**src/rtl/serial_subtractor_8bit.sv**
```systemverilog
// rtl/serial_subtractor_8bit.sv - bit-serial 8-bit subtractor, LSB first, IDLE/RUN/DONE control
module serial_subtractor_8bit (
  input  logic       clk,
  input  logic       rst_n,
  input  logic       start,
  input  logic [7:0] in_a,
  input  logic [7:0] in_b,
  output logic [7:0] diff,
  output logic       bout,
  output logic       ovf,
  output logic       busy,
  output logic       done
);

  localparam logic [1:0] IDLE = 2'd0;
  localparam logic [1:0] RUN  = 2'd1;
  localparam logic [1:0] DONE = 2'd2;

  logic [1:0] state;
  logic [7:0] a_sr;
  logic [7:0] b_sr;
  logic [7:0] res_sr;
  logic       br;
  logic [2:0] cnt;
  logic       a_msb;
  logic       b_msb;

  logic       a0;
  logic       b0;
  logic       d_bit;
  logic       br_next;

  always_comb begin
    a0      = a_sr[0];
    b0      = b_sr[0];
    d_bit   = a0 ^ b0 ^ br;
    br_next = (~a0 & b0) | (~(a0 ^ b0) & br);
  end

  assign busy = (state == RUN);
  assign done = (state == DONE);

  always_ff @(posedge clk) begin
    if (!rst_n) begin
      state  <= IDLE;
      a_sr   <= 8'h00;
      b_sr   <= 8'h00;
      res_sr <= 8'h00;
      br     <= 1'b0;
      cnt    <= 3'd0;
      a_msb  <= 1'b0;
      b_msb  <= 1'b0;
      diff   <= 8'h00;
      bout   <= 1'b0;
      ovf    <= 1'b0;
    end else begin
      case (state)
        IDLE: begin
          if (start) begin
            a_sr  <= in_a;
            b_sr  <= in_b;
            a_msb <= in_a[7];
            b_msb <= in_b[7];
            br    <= 1'b0;
            cnt   <= 3'd0;
            state <= RUN;
          end
        end
        RUN: begin
          a_sr   <= a_sr >> 1;
          b_sr   <= b_sr >> 1;
          res_sr <= {d_bit, res_sr[7:1]};
          br     <= br_next;
          cnt    <= cnt + 3'd1;
          // Bit 7 is in flight: publish the full result on this same edge.
          if (cnt == 3'd7) begin
            diff  <= {d_bit, res_sr[7:1]};
            bout  <= br_next;
            ovf   <= (a_msb ^ b_msb) & (d_bit ^ a_msb);
            state <= DONE;
          end
        end
        DONE: state <= IDLE;
        default: state <= IDLE;
      endcase
    end
  end

endmodule

```
**config.mk**
```make
export PLATFORM = sky130hd
export DESIGN_NAME = serial_subtractor_8bit
export DESIGN_NICKNAME = d
export VERILOG_FILES = /design/src/rtl/serial_subtractor_8bit.sv
export SDC_FILE = /design/constraint.sdc
export NUM_CORES = 1
export LEC_CHECK = 0
export BUFFER_PORTS_ARGS = -buffer_cell sky130_fd_sc_hd__buf_2
export CAP_MARGIN = 0
export CORE_UTILIZATION = 55
export CTS_CLUSTER_DIAMETER = 30
export DETAILED_ROUTE_END_ITERATION = 12
export GPL_TIMING_DRIVEN = 0
export HOLD_SLACK_MARGIN = 0.06
export PLACE_DENSITY = 0.78
export RECOVER_POWER = 50
export SYNTH_ARGS = -nofsm -noshare
export SYNTH_HDL_FRONTEND = slang
export SYNTH_SLANG_ARGS = --single-unit
```
**constraint.sdc**
```tcl
create_clock -name clk -period 1.95 [get_ports clk]
set_input_delay 0.0975 -clock clk [delete_from_list [all_inputs] [get_ports clk]]
set_output_delay 0.0975 -clock clk [all_outputs]
set_load 0.005 [all_outputs]
```
==> key figures <==
Logic synthesis
  – Number of synthesized flops with an enable pin: 0
  – Syn_nets: 206
  – Syn Inst Count: 184
  – Largest cells by area after synthesis: dfxtp_1 (45%), nand2_1 (10%), mux2i_1 (8.1%), o211a_1 (8.1%), a21boi_2 (4.3%)
  – Synth unique cells: 35
  – Mapped Area: 1840 sq um
  – Async SR Flop Fraction: 0%
  – Yosys top cell by area: dfxtp_1
  – Count leader, synth: nand2_1
  – Synth Flop Type: dfxtp_1
  – Post-synth top cells: nand2_1 (49), dfxtp_1 (41), mux2i_1 (15), o211a_1 (15), a21boi_1 (10)
  – Top cell type's share of synthesized area: 44.5%
  – Syn Area/Cell: 10.0 sq um
  – YS warnings: 0
  – Register bit count reported by yosys: 41
  – Sequential-to-total area share from yosys stat: 44.5%

Clocking
  – H-tree depth: 2
  – CTS Sinks: 41
  – Clock root cell: clkbuf_4
  – CTS tree: yes
  – Clk_lat worst skew: 0.34 ns
  – Max Buffers Root-to-Sink: 2
  – Post-CTS Setup Inserts: 0
  – Worst-path clk slew: around 0.11 ns
  – TritonCTS buffer count: 5

Cells and area
  – Utilization after layout: 66.5%
  – Layout cell share with drive strength beyond 1: 21.5%
  – Finished Layout Cells: between 200 and 300
  – Design area: a little over 2000 sq um
  – ANT cells: 0
  – P&R area growth vs syn: 12.8%
  – Fillers: approximately 290
  – Fin nets: 246

STA
  – Min Tclk post-route: 1.64 ns
  – Final setup viols: 0
  – RSZ-0062 raised after global routing: false
  – Slew @ Worst Pin: 0.449 ns
  – Crit share post-route: around 84%
  – Hold Slack: 0.101 ns
  – Final Hold Fails: 0
  – Max Fclk: 611 MHz
  – Max-slew violation count: 0
  – Total Negative Setup Slacks: 0 ns
  – Setup ws final: 0.312 ns
  – Final Skew: 0.00571 ns
  – Slew HR: 70.1%

Setup path
  – Cell chain of the critical path: clkbuf_1 > nand2b_1 > buf_6 > inv_4 > buf_6 > buf_2
  – Reg-to-reg endpoint: ovf
  – Crit path max fanout: 10
  – Critical Path Slowest Stage Cell: dfxtp_1
  – Worst EP required: between 1.5 and 2 ns
  – Kind of critical path: reg2out
  – Max stage delay on crit path: 0.32 ns
  – Worst Setup End Kind: output pin
  – CP startpoint kind: flop
  – Critical Path AT: 1.54 ns
  – Worst Path Buf+Inv: 5
  – Cell mode on critical path: buf_6
  – Worst R2R Path Depth: 4
  – R2R Setup Slk: 0.34 ns
  – Crit-path leading delay family: buffers and inverters
  – Reg2Reg Launch Point: b_sr[0]

Detailed routing
  – Drt drc: 0
  – Drt initial violations: 54
  – Final ANT Viol Nets: 0
  – Vias: around 1400
  – Via density: between 5 and 6
  – First-pass DRT Iterations: 3
  – Final wirelength: 3360 um
  – Routed WL per cell: 12.6 um

Power and ir drop
  – Sequential share of power: 60.8%
  – Maximum vdd ir drop: ~0.00039 V
  – Power Total: 1.47 mW
  – P_leak: 0.969 nW
  – Clock power share: about a quarter
  – Power Density: 709 nW/um^2
  – Comb power frac: around 14%
  – Internal: 1.10 mW
  – Switching power: between 300 and 400 uW
  – Sw frac: 25.1%

Die
  – Die height: ~60 um
  – I/O pin cnt: 31
  – Core Region: 3130 sq um
  – Die ar.: around 3600 sq um
  – Die Wd: 59.9 um
  – Starting Density: about three fifths
  – Rows: 20

Min path
  – Hold depth: 4
  – Hold Crit Start: in_a[3]
  – Hold WC Path Type: in2reg
  – Hold path endpoint: a_sr[3]

Global route
  – Vias in the first global route: approximately 1300
  – GR Overflow Total: 0
  – First-pass GRT wire length: about 5600 um
  – Initial antenna violation count: 0
  – Total GRT Usage: 21.8%
  – Largest net degree at the start of global routing: 12

Place
  – Placed Area: 2050 sq um
  – Dpl ws: between 0.3 and 0.4 ns
  – Dpl hpwl: 2470 um
  – Dpl cells: 258
  – GPL Wtd Cong: 0.728
  – I/O Buffers: 30

Run
  – Max Cap Viol: 0

Outcome
  – Status: completed
[registers in the layout, summed over array words and instances, names as in the netlist, 2 cells and up]
signal and count:
b_sr 8, res_sr 7, diff 8, state 2, a_sr 8, cnt 3
[power groups by stage]
stage,logic (mW),clock network [mW],registers (mW)
CTS,0.207,0.398,0.896
finish,0.200,0.379,0.896
global placement,0.194,0,0.914
global route,0.222,0.428,0.900
detailed placement,0.202,0,0.916
floorplan,0.152,0,0.910
[how the worst max path moves through the flow]
stage                   from    to  slack (ns)  cells past startpoint
global placement     b_sr[0]   ovf        0.39                      4
floorplan            b_sr[0]   ovf        0.46                      4
global route        state[1]  busy        0.19                      6
CTS                  b_sr[0]   ovf        0.34                      4
detailed placement   b_sr[0]   ovf        0.36                      4
finish              state[1]  busy        0.31                      6
[metal layers]
| layer | share of wire, % | vias up | GRT usage [%] |
|---|---|---|---|
| met5 | 0 | - | 0 |
| met4 | 1.8 | 0 | 9.97 |
| met2 | 52 | 24 | 38.7 |
| met3 | 3.4 | 5 | 6.49 |
| met1 | 43 | 649 | 23.6 |
| li1 | - | 707 | - |
[cell families (layout without fill, tap and decap cells)]
| group | after synthesis | in the layout | synth area share, % |
|---|---|---|---|
| and+or+nand+nor | 65 | 65 | 16.9 |
| DFF | 41 | 41 | 44.5 |
| adders and majority gates | 3 | 3 | 2.44 |
| AOI/OAI and AO/OA | 43 | 43 | 20.8 |
| muxes | 15 | 15 | 8.14 |
| buffers and inverters | 17 | 56 | 7.19 |
[placed cells by master, fill, tap and decap left out, types with 2 or more instances in the layout]
cell	instances
a21boi_0	8
a21boi_1	8
a21boi_2	3
buf_2	25
buf_6	4
clkbuf_1	12
clkbuf_4	5
dfxtp_1	41
dlygate4sd3_1	3
ha_1	2
inv_1	3
mux2i_1	15
nand2_1	49
nand2b_1	3
o211a_1	15
o21ai_0	3
[tightest hold or removal path, stage by stage]
cell and delay [ns]:
buf_2 0.08, mux2i_1 0.05, nand2_1 0.06, o211a_1 0.13
[cell type report]
cell class	instances	area, sq um	area share, %
timing repair buffer	33	174	8.36
tap	44	55.1	2.65
multi-input combinational	126	871	41.9
sequential	41	821	39.5
clock inverter	1	5.00	0.241
buffer	13	98.8	4.75
inverter	4	17.5	0.842
clock buffer	5	37.5	1.81
[what timing repair did]
| item | 4_1_cts | 5_1_grt |
|---|---|---|
| hold buffers | 3 | 0 |
| endpoints found under the hold margin | 5 | 0 |
| resized for setup | 0 | 0 |
Note: power is estimated with default switching activity, not from simulation.
